--- src/rtl/ysyx_210457_axi_rw_pkg.sv ---
// ysyx_210457_axi_rw_pkg: shared FSM state encoding, access-size and response codes, requester IDs and zero constants for the AXI read/write master
package ysyx_210457_axi_rw_pkg;
  typedef enum logic [2:0] {S_IDLE, S_AR, S_R, S_WR, S_B, S_DONE} state_t;
  localparam logic [1:0] SIZE_B = 2'd0;
  localparam logic [1:0] SIZE_H = 2'd1;
  localparam logic [1:0] SIZE_W = 2'd2;
  localparam logic [1:0] SIZE_D = 2'd3;
  localparam logic [1:0] RESP_OKAY = 2'b00;
  localparam logic [3:0] ID_MEM = 4'b0001;
  localparam logic [3:0] ID_IF = 4'b0011;
  localparam logic [63:0] ZERO_WORD = 64'd0;
  localparam logic [31:0] ZERO_ADDR = 32'd0;
  localparam logic [7:0] AXI_LEN_SINGLE = 8'd0;
  localparam logic [1:0] AXI_BURST_INCR = 2'b01;
endpackage

--- src/rtl/ysyx_210457_axi_rw_if.sv ---
// ysyx_210457_axi_rw_if: single-beat AXI4 bus (AR/R/AW/W/B channels with handshakes and payloads); master modport drives requests, slave modport drives responses
interface ysyx_210457_axi_rw_if #(parameter int ADDR_W = 32, parameter int DATA_W = 64, parameter int ID_W = 4);
  logic ar_valid, ar_ready;
  logic [ADDR_W-1:0] ar_addr;
  logic [ID_W-1:0] ar_id;
  logic [2:0] ar_size;
  logic [7:0] ar_len;
  logic [1:0] ar_burst;
  logic r_valid, r_ready;
  logic [DATA_W-1:0] r_data;
  logic [1:0] r_resp;
  logic aw_valid, aw_ready;
  logic [ADDR_W-1:0] aw_addr;
  logic [ID_W-1:0] aw_id;
  logic [2:0] aw_size;
  logic [7:0] aw_len;
  logic [1:0] aw_burst;
  logic w_valid, w_ready, w_last;
  logic [DATA_W-1:0] w_data;
  logic [DATA_W/8-1:0] w_strb;
  logic b_valid, b_ready;
  logic [1:0] b_resp;
  modport master (
    output ar_valid, ar_addr, ar_id, ar_size, ar_len, ar_burst, r_ready,
    output aw_valid, aw_addr, aw_id, aw_size, aw_len, aw_burst,
    output w_valid, w_data, w_strb, w_last, b_ready,
    input ar_ready, r_valid, r_data, r_resp, aw_ready, w_ready, b_valid, b_resp
  );
  modport slave (
    input ar_valid, ar_addr, ar_id, ar_size, ar_len, ar_burst, r_ready,
    input aw_valid, aw_addr, aw_id, aw_size, aw_len, aw_burst,
    input w_valid, w_data, w_strb, w_last, b_ready,
    output ar_ready, r_valid, r_data, r_resp, aw_ready, w_ready, b_valid, b_resp
  );
endinterface

--- src/rtl/ysyx_210457_axi_align.sv ---
// ysyx_210457_axi_align: byte-lane alignment; offset/size in, shifted write data + strobe out, read data right-shifted to LSB out
module ysyx_210457_axi_align (
  input  logic [2:0]  offset,
  input  logic [1:0]  size,
  input  logic [63:0] w_in,
  output logic [63:0] w_out,
  output logic [7:0]  w_strb,
  input  logic [63:0] r_in,
  output logic [63:0] r_out
);
  logic [15:0] mask;
  assign mask = (16'd1 << (5'd1 << size)) - 16'd1;
  assign w_strb = mask[7:0] << offset;
  assign w_out = w_in << {offset, 3'b000};
  assign r_out = r_in >> {offset, 3'b000};
endmodule

--- src/rtl/ysyx_210457_axi_rw.sv ---
// ysyx_210457_axi_rw: single-outstanding AXI4 master; rw_* request/response from the arbiter, axi master bus to the interconnect
module ysyx_210457_axi_rw
  import ysyx_210457_axi_rw_pkg::*;
#(
  parameter int ADDR_W = 32,
  parameter int DATA_W = 64,
  parameter int ID_W = 4
) (
  input  logic              clock,
  input  logic              reset,
  input  logic              rw_valid,
  input  logic              rw_req,
  input  logic [ADDR_W-1:0] rw_addr,
  input  logic [DATA_W-1:0] rw_w_data,
  input  logic [1:0]        rw_size,
  input  logic [ID_W-1:0]   rw_id,
  output logic              rw_stall,
  output logic [DATA_W-1:0] rw_r_data,
  output logic [ID_W-1:0]   rw_out_id,
  output logic              rw_err,
  ysyx_210457_axi_rw_if.master axi
);
  state_t state, state_n;
  logic [ADDR_W-1:0] addr_q;
  logic [DATA_W-1:0] data_q, rdata_q, r_shift;
  logic [1:0] size_q;
  logic [ID_W-1:0] id_q;
  logic err_q, aw_done, w_done, aw_done_n, w_done_n, aw_hs, w_hs;
  assign aw_hs = state == S_WR && !aw_done && axi.aw_ready;
  assign w_hs = state == S_WR && !w_done && axi.w_ready;
  always_ff @(posedge clock) begin
    if (reset) begin
      state <= S_IDLE;
      addr_q <= ZERO_ADDR;
      data_q <= ZERO_WORD;
      size_q <= SIZE_B;
      id_q <= '0;
      rdata_q <= ZERO_WORD;
      err_q <= 1'b0;
      aw_done <= 1'b0;
      w_done <= 1'b0;
    end else begin
      state <= state_n;
      aw_done <= aw_done_n;
      w_done <= w_done_n;
      if (state == S_IDLE && rw_valid) begin
        addr_q <= rw_addr;
        data_q <= rw_w_data;
        size_q <= rw_size;
        id_q <= rw_id;
      end
      if (state == S_R && axi.r_valid) begin
        rdata_q <= r_shift;
        err_q <= axi.r_resp != RESP_OKAY;
      end
      if (state == S_B && axi.b_valid) err_q <= axi.b_resp != RESP_OKAY;
    end
  end
  // AW and W complete independently; the flags remember which one is already done
  always_comb begin
    state_n = state;
    case (state)
      S_IDLE: state_n = rw_valid ? (rw_req ? S_WR : S_AR) : S_IDLE;
      S_AR:   state_n = axi.ar_ready ? S_R : S_AR;
      S_R:    state_n = axi.r_valid ? S_DONE : S_R;
      S_WR:   state_n = (aw_done || aw_hs) && (w_done || w_hs) ? S_B : S_WR;
      S_B:    state_n = axi.b_valid ? S_DONE : S_B;
      default: state_n = S_IDLE;
    endcase
    aw_done_n = state_n == S_WR && (aw_done || aw_hs);
    w_done_n = state_n == S_WR && (w_done || w_hs);
  end
  ysyx_210457_axi_align u_align (
    .offset(addr_q[2:0]),
    .size(size_q),
    .w_in(data_q),
    .w_out(axi.w_data),
    .w_strb(axi.w_strb),
    .r_in(axi.r_data),
    .r_out(r_shift)
  );
  assign axi.ar_valid = state == S_AR;
  assign axi.ar_addr = addr_q;
  assign axi.ar_id = id_q;
  assign axi.ar_size = {1'b0, size_q};
  assign axi.ar_len = AXI_LEN_SINGLE;
  assign axi.ar_burst = AXI_BURST_INCR;
  assign axi.r_ready = state == S_R;
  assign axi.aw_valid = state == S_WR && !aw_done;
  assign axi.aw_addr = addr_q;
  assign axi.aw_id = id_q;
  assign axi.aw_size = {1'b0, size_q};
  assign axi.aw_len = AXI_LEN_SINGLE;
  assign axi.aw_burst = AXI_BURST_INCR;
  assign axi.w_valid = state == S_WR && !w_done;
  assign axi.w_last = 1'b1;
  assign axi.b_ready = state == S_B;
  assign rw_stall = (state != S_IDLE && state != S_DONE) || (state == S_IDLE && rw_valid);
  assign rw_out_id = state == S_DONE ? id_q : '0;
  assign rw_err = state == S_DONE && err_q;
  assign rw_r_data = rdata_q;
endmodule
--- src/flat_wrapper.sv ---
// flat-port wrapper written by rule: the top's interface ports become plain ports
module ysyx_210457_axi_rw_flat import ysyx_210457_axi_rw_pkg::*;
#(
  parameter int ADDR_W = 32,
  parameter int DATA_W = 64,
  parameter int ID_W = 4
)
  (clock, reset, rw_valid, rw_req, rw_addr, rw_w_data, rw_size, rw_id, rw_stall, rw_r_data, rw_out_id, rw_err, axi_ar_valid, axi_ar_addr, axi_ar_id, axi_ar_size, axi_ar_len, axi_ar_burst, axi_r_ready, axi_aw_valid, axi_aw_addr, axi_aw_id, axi_aw_size, axi_aw_len, axi_aw_burst, axi_w_valid, axi_w_data, axi_w_strb, axi_w_last, axi_b_ready, axi_ar_ready, axi_r_valid, axi_r_data, axi_r_resp, axi_aw_ready, axi_w_ready, axi_b_valid, axi_b_resp);
  ysyx_210457_axi_rw_if #(.ADDR_W(ADDR_W), .DATA_W(DATA_W), .ID_W(ID_W)) axi_i ();
  input  logic clock;
  input  logic reset;
  input  logic rw_valid;
  input  logic rw_req;
  input  logic [ADDR_W-1:0] rw_addr;
  input  logic [DATA_W-1:0] rw_w_data;
  input  logic [1:0] rw_size;
  input  logic [ID_W-1:0] rw_id;
  output logic rw_stall;
  output logic [DATA_W-1:0] rw_r_data;
  output logic [ID_W-1:0] rw_out_id;
  output logic rw_err;
  output wire logic [$bits(axi_i.ar_valid)-1:0] axi_ar_valid;
  output wire logic [$bits(axi_i.ar_addr)-1:0] axi_ar_addr;
  output wire logic [$bits(axi_i.ar_id)-1:0] axi_ar_id;
  output wire logic [$bits(axi_i.ar_size)-1:0] axi_ar_size;
  output wire logic [$bits(axi_i.ar_len)-1:0] axi_ar_len;
  output wire logic [$bits(axi_i.ar_burst)-1:0] axi_ar_burst;
  output wire logic [$bits(axi_i.r_ready)-1:0] axi_r_ready;
  output wire logic [$bits(axi_i.aw_valid)-1:0] axi_aw_valid;
  output wire logic [$bits(axi_i.aw_addr)-1:0] axi_aw_addr;
  output wire logic [$bits(axi_i.aw_id)-1:0] axi_aw_id;
  output wire logic [$bits(axi_i.aw_size)-1:0] axi_aw_size;
  output wire logic [$bits(axi_i.aw_len)-1:0] axi_aw_len;
  output wire logic [$bits(axi_i.aw_burst)-1:0] axi_aw_burst;
  output wire logic [$bits(axi_i.w_valid)-1:0] axi_w_valid;
  output wire logic [$bits(axi_i.w_data)-1:0] axi_w_data;
  output wire logic [$bits(axi_i.w_strb)-1:0] axi_w_strb;
  output wire logic [$bits(axi_i.w_last)-1:0] axi_w_last;
  output wire logic [$bits(axi_i.b_ready)-1:0] axi_b_ready;
  input wire logic [$bits(axi_i.ar_ready)-1:0] axi_ar_ready;
  input wire logic [$bits(axi_i.r_valid)-1:0] axi_r_valid;
  input wire logic [$bits(axi_i.r_data)-1:0] axi_r_data;
  input wire logic [$bits(axi_i.r_resp)-1:0] axi_r_resp;
  input wire logic [$bits(axi_i.aw_ready)-1:0] axi_aw_ready;
  input wire logic [$bits(axi_i.w_ready)-1:0] axi_w_ready;
  input wire logic [$bits(axi_i.b_valid)-1:0] axi_b_valid;
  input wire logic [$bits(axi_i.b_resp)-1:0] axi_b_resp;
  assign axi_ar_valid = axi_i.ar_valid;
  assign axi_ar_addr = axi_i.ar_addr;
  assign axi_ar_id = axi_i.ar_id;
  assign axi_ar_size = axi_i.ar_size;
  assign axi_ar_len = axi_i.ar_len;
  assign axi_ar_burst = axi_i.ar_burst;
  assign axi_r_ready = axi_i.r_ready;
  assign axi_aw_valid = axi_i.aw_valid;
  assign axi_aw_addr = axi_i.aw_addr;
  assign axi_aw_id = axi_i.aw_id;
  assign axi_aw_size = axi_i.aw_size;
  assign axi_aw_len = axi_i.aw_len;
  assign axi_aw_burst = axi_i.aw_burst;
  assign axi_w_valid = axi_i.w_valid;
  assign axi_w_data = axi_i.w_data;
  assign axi_w_strb = axi_i.w_strb;
  assign axi_w_last = axi_i.w_last;
  assign axi_b_ready = axi_i.b_ready;
  assign axi_i.ar_ready = axi_ar_ready;
  assign axi_i.r_valid = axi_r_valid;
  assign axi_i.r_data = axi_r_data;
  assign axi_i.r_resp = axi_r_resp;
  assign axi_i.aw_ready = axi_aw_ready;
  assign axi_i.w_ready = axi_w_ready;
  assign axi_i.b_valid = axi_b_valid;
  assign axi_i.b_resp = axi_b_resp;
  ysyx_210457_axi_rw #(.ADDR_W(ADDR_W), .DATA_W(DATA_W), .ID_W(ID_W)) u_core (.clock(clock), .reset(reset), .rw_valid(rw_valid), .rw_req(rw_req), .rw_addr(rw_addr), .rw_w_data(rw_w_data), .rw_size(rw_size), .rw_id(rw_id), .rw_stall(rw_stall), .rw_r_data(rw_r_data), .rw_out_id(rw_out_id), .rw_err(rw_err), .axi(axi_i));
endmodule
--- config.mk ---
export PLATFORM = sky130hd
export DESIGN_NAME = ysyx_210457_axi_rw_flat
export DESIGN_NICKNAME = d
export VERILOG_FILES = /design/src/rtl/ysyx_210457_axi_rw_pkg.sv /design/src/rtl/ysyx_210457_axi_rw_if.sv /design/src/rtl/ysyx_210457_axi_align.sv /design/src/rtl/ysyx_210457_axi_rw.sv /design/src/flat_wrapper.sv
export SDC_FILE = /design/constraint.sdc
export NUM_CORES = 1
export LEC_CHECK = 0
export CAP_MARGIN = 25
export CORE_AREA = 2 2 163 165
export DETAILED_ROUTE_END_ITERATION = 12
export DIE_AREA = 0 0 165 167
export GPL_TIMING_DRIVEN = 0
export PLACE_DENSITY = 0.73
export SYNTH_ARGS = -nofsm -noshare
export SYNTH_HDL_FRONTEND = slang
export SYNTH_HIERARCHICAL = 1
export SYNTH_SLANG_ARGS = --single-unit
--- constraint.sdc ---
create_clock -name clock -period 2.14 [get_ports clock]
set_clock_uncertainty 0.1 [all_clocks]
set_input_delay 0.428 -clock clock [delete_from_list [all_inputs] [get_ports clock]]
set_output_delay 0.428 -clock clock [all_outputs]
set_load 0.02 [all_outputs]
==> impl_metrics.prom <==
# TYPE chip_impl_metric gauge
chip_impl_info{name="critPathCapture",value="axi_w_data[50]"} 1
chip_impl_metric{name="worst_slew_margin_rel",unit="%"} 50.2
chip_impl_info{name="status",value="finished with violations"} 1
chip_impl_metric{name="reg2regPathDepth",unit=""} 10
chip_impl_metric{name="largest_net_degree_at_the_start_of_global_routing",unit=""} 19
chip_impl_metric{name="initial_antenna_violation_count",unit=""} 7
chip_impl_metric{name="synth-edff-count",unit=""} 0
chip_impl_metric{name="cts_made_buffers",unit=""} 17
chip_impl_metric{name="slew_violations",unit=""} 0
chip_impl_metric{name="fmax",unit="MHz"} 365
chip_impl_metric{name="drcViolationCount",unit=""} 0
chip_impl_info{name="violations_in_the_final_reports",value="negative setup slack"} 1
chip_impl_metric{name="grt.total_usage",unit="%"} 31.3
chip_impl_metric{name="critPathArrivalTime",unit="ns"} 2.21
chip_impl_metric{name="worstMarginPinSlew",unit="ns"} 0.747
chip_impl_metric{name="max_cap_viols",unit=""} 0
chip_impl_metric{name="timing.final.ws_setup",unit="ns"} -0.601
chip_impl_metric{name="dr.first_iter.drc_count",unit=""} 1173
chip_impl_metric{name="netlist_instances",unit=""} 1267
chip_impl_metric{name="cts.clk_slew.worst_paths",unit="ns"} 0.07
chip_impl_info{name="rr_startpoint",value="u_core/axi.ar_addr[0]"} 1
chip_impl_metric{name="critical_path_required",unit="ns"} 1.61
chip_impl_metric{name="gp_congestion",unit=""} 0.988
chip_impl_metric{name="power-per-cell-area",unit="mW/mm^2"} 740
chip_impl_metric{name="number_of_distinct_standard_cells_referenced_by_the_synthesized_netlist",unit=""} 48
chip_impl_metric{name="finish.instance_area",unit="sq mm"} 0.0164
chip_impl_info{name="cts-root-buf",value="sky130_fd_sc_hd__clkbuf_16"} 1
chip_impl_metric{name="coreArea",unit="sq mm"} 0.0258
chip_impl_metric{name="dp_slack",unit="ns"} -0.743
chip_impl_metric{name="fin_crit",unit="ns"} 2.74
chip_impl_metric{name="dpl-instance-area",unit="sq mm"} 0.0143
chip_impl_metric{name="setup-violations-final",unit=""} 76
chip_impl_metric{name="buffer_ports.inserted",unit=""} 400
chip_impl_metric{name="detailroute.via_count",unit=""} 11610
chip_impl_metric{name="leakagePower",unit="nW"} 6.39
chip_impl_metric{name="cts_htree_levels",unit=""} 4
chip_impl_info{name="worstSetupStartpointType",value="flip-flop"} 1
chip_impl_metric{name="drtAntennaViolNets",unit=""} 0
chip_impl_metric{name="overflow",unit=""} 0
chip_impl_metric{name="initial_core_util",unit="%"} 37.8
chip_impl_metric{name="die_h",unit="um"} 167
chip_impl_info{name="setup.worst_path.class",value="flip-flop to output pin"} 1
chip_impl_metric{name="synth-seq-area-share",unit="%"} 35.4
chip_impl_info{name="rsz0062_at_grt",value="yes"} 1
chip_impl_metric{name="finalHoldWorstSlack",unit="ns"} 0.358
chip_impl_info{name="critPathCaptureType",value="output pin"} 1
chip_impl_metric{name="ys_seq_elements",unit=""} 172
chip_impl_metric{name="netlist_area",unit="sq mm"} 0.00974
chip_impl_metric{name="placementRows",unit=""} 59
chip_impl_metric{name="post_drt_wl_per_cell",unit="um"} 21.4
chip_impl_metric{name="fill_cells",unit=""} 2245
chip_impl_metric{name="crit_fanout",unit=""} 8
chip_impl_metric{name="ff_latch_area",unit="sq mm"} 0.00347
chip_impl_metric{name="r2r_slack",unit="ns"} -0.06
chip_impl_metric{name="place_hpwl",unit="um"} 35000
chip_impl_metric{name="yosysWarnings",unit=""} 6
chip_impl_metric{name="die-area",unit="sq mm"} 0.0276
chip_impl_info{name="crit-reg2reg-capture",value="u_core/rw_r_data[12]"} 1
chip_impl_metric{name="clock_tree.buffer_depth",unit=""} 2
chip_impl_metric{name="final_layout_size_suffix_gt1_share",unit="%"} 26.1
chip_impl_metric{name="fin_nets",unit=""} 1948
chip_impl_info{name="synth_ff_type",value="sky130_fd_sc_hd__dfxtp_1"} 1
chip_impl_info{name="tritoncts",value="built"} 1
chip_impl_metric{name="async_flop_share",unit="%"} 0
chip_impl_metric{name="drt-pass1-iter-count",unit=""} 6
chip_impl_metric{name="post_drt_via_cell_ratio",unit=""} 5.47
chip_impl_metric{name="combined_area_of_the_multi_input_logic_cells",unit="sq mm"} 0.00606
chip_impl_metric{name="floorplan.die.width",unit="um"} 165
chip_impl_metric{name="route.final.wire_length",unit="um"} 45500
chip_impl_metric{name="worstSkewPairLatency",unit="ns"} 0.44
chip_impl_metric{name="min_period_over_period",unit="%"} 128
chip_impl_metric{name="grt_pass1_wl",unit="um"} 65200
chip_impl_metric{name="ir_worst_vdd",unit="mV"} 0.433
chip_impl_metric{name="cts_sinks",unit=""} 172
chip_impl_metric{name="area.growth.synth_to_final",unit="%"} 68.3
chip_impl_metric{name="finalHoldViolations",unit=""} 0
chip_impl_metric{name="number_of_global_route_vias_before_repair",unit=""} 11088
chip_impl_metric{name="postSynthAreaPerCell",unit="sq um"} 7.69
chip_impl_info{name="startpoint",value="u_core/axi.ar_addr[0]"} 1
chip_impl_info{name="hold_path_class",value="flip-flop to flip-flop"} 1
chip_impl_metric{name="boundaryPins",unit=""} 425
[critical path, stage by stage, from the launching register on]
cell                        delay [ns]
sky130_fd_sc_hd__dfxtp_4          0.36
sky130_fd_sc_hd__buf_12           0.15
sky130_fd_sc_hd__buf_12           0.14
sky130_fd_sc_hd__buf_6            0.12
sky130_fd_sc_hd__mux2i_4          0.18
sky130_fd_sc_hd__a2bb2oi_2        0.16
sky130_fd_sc_hd__a222oi_1         0.42
sky130_fd_sc_hd__buf_2            0.24
[per-stage QoR]
step	std cells	TNS, ns	total power [mW]	util, %
global route	2121	-29.06	12.6	63.6
global placement	2023	-82.25	8.20	55.6
CTS	2083	-25.27	11.7	60.9
floorplan	1288	0	6.22	-
detailed placement	2023	-82.66	8.23	55.6
finish	2123	-25.01	12.1	63.6
[cell usage after synthesis, types with 2 or more instances]
cell type                   number  area (sq um)
sky130_fd_sc_hd__a221oi_1        3          26.3
sky130_fd_sc_hd__conb_1          2          7.51
sky130_fd_sc_hd__clkbuf_1       44           165
sky130_fd_sc_hd__buf_4          73           548
sky130_fd_sc_hd__nor3b_1         3          22.5
sky130_fd_sc_hd__buf_6           8          90.1
sky130_fd_sc_hd__nor2_1         71           267
sky130_fd_sc_hd__a2bb2oi_1      15           131
sky130_fd_sc_hd__nand2_1       357          1340
sky130_fd_sc_hd__or4b_1          2          20.0
sky130_fd_sc_hd__nor2b_1         5          31.3
sky130_fd_sc_hd__o2bb2ai_1       4          35.0
sky130_fd_sc_hd__a22o_1         14           123
sky130_fd_sc_hd__a21oi_1       173           866
sky130_fd_sc_hd__a21o_1         10          75.1
sky130_fd_sc_hd__buf_2          42           210
sky130_fd_sc_hd__nand2b_1        5          31.3
sky130_fd_sc_hd__nor4b_1         3          26.3
sky130_fd_sc_hd__and2_1         27           169
sky130_fd_sc_hd__o21ai_0        13          65.1
sky130_fd_sc_hd__buf_1           2          7.51
sky130_fd_sc_hd__nand3b_1        5          37.5
sky130_fd_sc_hd__o221ai_1       17           149
sky130_fd_sc_hd__mux2i_1        93           931
sky130_fd_sc_hd__inv_1           3          11.3
sky130_fd_sc_hd__a222oi_1       14           140
sky130_fd_sc_hd__a2bb2oi_2       2          30.0
sky130_fd_sc_hd__o22ai_1        14          87.6
sky130_fd_sc_hd__mux2_2         19           214
sky130_fd_sc_hd__a211oi_1       29           218
sky130_fd_sc_hd__or2_2           4          25.0
sky130_fd_sc_hd__a211oi_2        4          50.1
sky130_fd_sc_hd__dfxtp_1       172          3440
[registers in the layout, summed over array words and instances, names as in the netlist]
signal,count
u_core/state,3
u_core/aw_done,1
u_core/data_q,64
u_core/rw_r_data,64
u_core/w_done,1
u_core/axi.ar_addr,32
u_core/axi.ar_id,4
u_core/err_q,1
u_core/size_q,2
[routing by layer]
metal / vias up / GRT usage (%) / share of wire (%)
li1: 5308 / - / -
met1: 5453 / 37.8 / 38
met2: 713 / 52.2 / 48
met3: 134 / 8.09 / 9.6
met4: 2 / 13.6 / 4.4
met5: - / 0 / 0.029
[worst min path at each step]
stage	cells past startpoint	from	end
3_3_place_gp	2	u_core/rw_r_data[0]	u_core/rw_r_data[0]
5_1_grt	2	u_core/rw_r_data[40]	u_core/rw_r_data[40]
2_1_floorplan	2	u_core/data_q[56]	u_core/data_q[56]
3_5_place_dp	2	u_core/rw_r_data[60]	u_core/rw_r_data[60]
4_1_cts	2	u_core/rw_r_data[60]	u_core/rw_r_data[60]
6_report	2	u_core/rw_r_data[60]	u_core/rw_r_data[60]
[cell families (layout without fill, tap and decap cells)]
kind of cell	after synthesis	count (layout)	share of synthesized area, %
simple gates	486	486	20.5
buf+inv	174	668	10.8
compound gates	320	320	21.2
flops	172	172	35.4
mux	113	113	12.0
other cells	2	29	0.0771
[placed cells by master (no fill, tap or decap), types with 19 or more instances in the layout]
master	count
sky130_fd_sc_hd__dfxtp_1	163
sky130_fd_sc_hd__mux2i_1	63
sky130_fd_sc_hd__buf_2	45
sky130_fd_sc_hd__a21oi_1	166
sky130_fd_sc_hd__mux2_2	19
sky130_fd_sc_hd__buf_6	49
sky130_fd_sc_hd__a211oi_2	21
sky130_fd_sc_hd__buf_4	144
sky130_fd_sc_hd__clkbuf_1	32
sky130_fd_sc_hd__conb_1	23
sky130_fd_sc_hd__nor2_1	62
sky130_fd_sc_hd__clkdlybuf4s50_1	307
sky130_fd_sc_hd__nand2_1	357
[final cells by class]
cell class	instances	share of cell area (%)
diodes	6	0.0916
repair buffers	464	27.1
inverters	3	0.0687
multi-input cells	942	37.0
well taps	335	2.56
clock buffers	17	2.60
plain buffers	169	8.33
clock inverters	15	1.03
flip-flops and latches	172	21.2
[power breakdown]
group / switching, mW / internal [mW] / total (mW)
Clock: 1.52 / 1.67 / 3.18
Sequential: 0.304 / 3.46 / 3.77
Combinational: 2.79 / 2.39 / 5.18
Total: 4.61 / 7.53 / 12.1
[repair_timing]
item / 4_1_cts / 5_1_grt
pin swaps: 26 / 46
buffers inserted: 26 / 35
resized for setup: 540 / 138
setup endpoints to repair: 95 / 173
hold buffers: 0 / 0
gates cloned: 3 / 1
Power figures use the tool's default switching activity.
==> RTL edit, RTL diff (config.mk and constraints unchanged) <==
`ID_W` is set to 4 in 3 places; all go to 6.
--- a/src/rtl/ysyx_210457_axi_rw_if.sv
+++ b/src/rtl/ysyx_210457_axi_rw_if.sv
@@ -1,3 +1,3 @@
 // ysyx_210457_axi_rw_if: single-beat AXI4 bus (AR/R/AW/W/B channels with handshakes and payloads); master modport drives requests, slave modport drives responses
-interface ysyx_210457_axi_rw_if #(parameter int ADDR_W = 32, parameter int DATA_W = 64, parameter int ID_W = 4);
+interface ysyx_210457_axi_rw_if #(parameter int ADDR_W = 32, parameter int DATA_W = 64, parameter int ID_W = 6);
   logic ar_valid, ar_ready;
--- a/src/rtl/ysyx_210457_axi_rw.sv
+++ b/src/rtl/ysyx_210457_axi_rw.sv
@@ -6,3 +6,3 @@
   parameter int DATA_W = 64,
-  parameter int ID_W = 4
+  parameter int ID_W = 6
 ) (
--- a/src/flat_wrapper.sv
+++ b/src/flat_wrapper.sv
@@ -5,3 +5,3 @@
   parameter int DATA_W = 64,
-  parameter int ID_W = 4
+  parameter int ID_W = 6
 )
Ports: changed (resized axi_ar_id, axi_aw_id, rw_id and rw_out_id); port bits go from 425 to 433. The function was not compared with the original's and may differ.
==> RTL edit against the unedited design <==
The flow still finishes with violations (setup timing). Area after synthesis rose by 1.2%. Cell count fell by 0.19%. Wire length rose by 0.81%. Final area rose by 0.24%. Sequential cell count rose by 2. First-iteration DRC count fell by 26%. Power rose by 0.51%. Setup slack got worse by 47 ps. Highest routed layer unchanged.
==> RTL edit: results (changes against the unedited design) <==
metric,value,unit,change
Setup Viol. Count Final,73,,-3.9%
M3 GR Usage,5.928,%,-2.2 points
largest net degree at the start of global routing,20,,+1
total track usage,31.86,%,+0.53 points
Reg-to-Reg End,u_core/rw_r_data[12],,
detailed-route via count,11500,,-0.91%
Setup TNS Final,-27410,ps,-2405 ps
crit path to,axi_w_data[55],,
WL met2,22.74,mm,+4.1%
WL met3,3.867,mm,-11%
sequential share of the synthesized area,35.35,%,about the same
Peak VDD IR,0.4193,mV,-3.1%
worst reg2reg setup slack,0,ps,+60 ps
Yosys warnings,6,,unchanged
H-tree depth,4,,unchanged
post-detail-place hpwl,35.87,mm,+2.6%
layout cells sized above 1,25.00,%,-1.1 points
Cell variety after synth,47,,-2.1%
fin worst setup slack,-648.3,ps,-47.10 ps
Metal-1 WL,17.34,mm,+0.30%
Top Layer Used,met5,,
Leak,6.433,nW,+0.69%
number of antenna violations at the first check in global routing,5,,-2
Area contributors post-synth,"dfxtp_1 (35%), nand2_1 (14%), mux2i_1 (9.4%), a21oi_1 (8.9%), buf_4 (6.7%)",,
final wirelength,45.87,mm,+0.81%
CP max stage delay,550,ps,+130 ps
drt initial violations,872,,-26%
post-synthesis mux area share,11.85,%,-0.14 points
commonest cells in the netlist,"nand2_1 (361), a21oi_1 (176), dfxtp_1 (174)",,
Max-slew headroom,45.53,%,-4.6 points
failing checks,setup timing,,
reg2reg path depth,9,,-1
pre-CTS setup slack,-719.9,ps,+22.71 ps
first-pass GRT wire length,66.21,mm,+1.5%
"Cell Area, Placed",14520,sq um,+1.4%
met1 Usage GRT,37.83,%,about the same
routed length per instance,21.65,um,+1.0%
met2 usage,55.18,%,+3.0 points
worst hold margin,356.1,ps,-1.464 ps
gpl congestion,0.9664,,-2.2%
WP data arrival,2260,ps,+50 ps
Hold Path End,u_core/data_q[62],,
status,"complete, but fails checks",,
IO buf count,408,,+2.0%
# fillers,2255,,+0.45%
Mapped Cells,1280,,+1.0%
RTL edit: where the power goes:
| group | internal [mW] | leakage [nW] | switching (mW) | total, mW |
|---|---|---|---|---|
| clock | 1.57 | 0.285 | 1.59 | 3.17 |
| sequential | 3.51 | 1.43 | 0.317 | 3.83 |
| combinational | 2.37 | 4.72 | 2.83 | 5.20 |
RTL edit: area by class of cell:
type	instances	area (sq um)	share of cell area, %
flip-flops and latches	174	3512	21.38
plain buffers	172	1454	8.851
repair buffers	449	4344	26.45
multi-input cells	948	6072	36.96
inverters	5	18.77	0.1143
well taps	335	419.2	2.552
diodes	4	10.01	0.06093
clock inverters	15	171.4	1.043
clock buffers	17	425.4	2.590
RTL edit: what timing repair did:
| action | in CTS | in global routing |
|---|---|---|
| setup endpoints to repair | 106 | 99 |
| pin swaps | 24 | 28 |
| hold endpoints to repair | 0 | 0 |
| setup buffers | 32 | 10 |
| resized for setup | 582 | 99 |
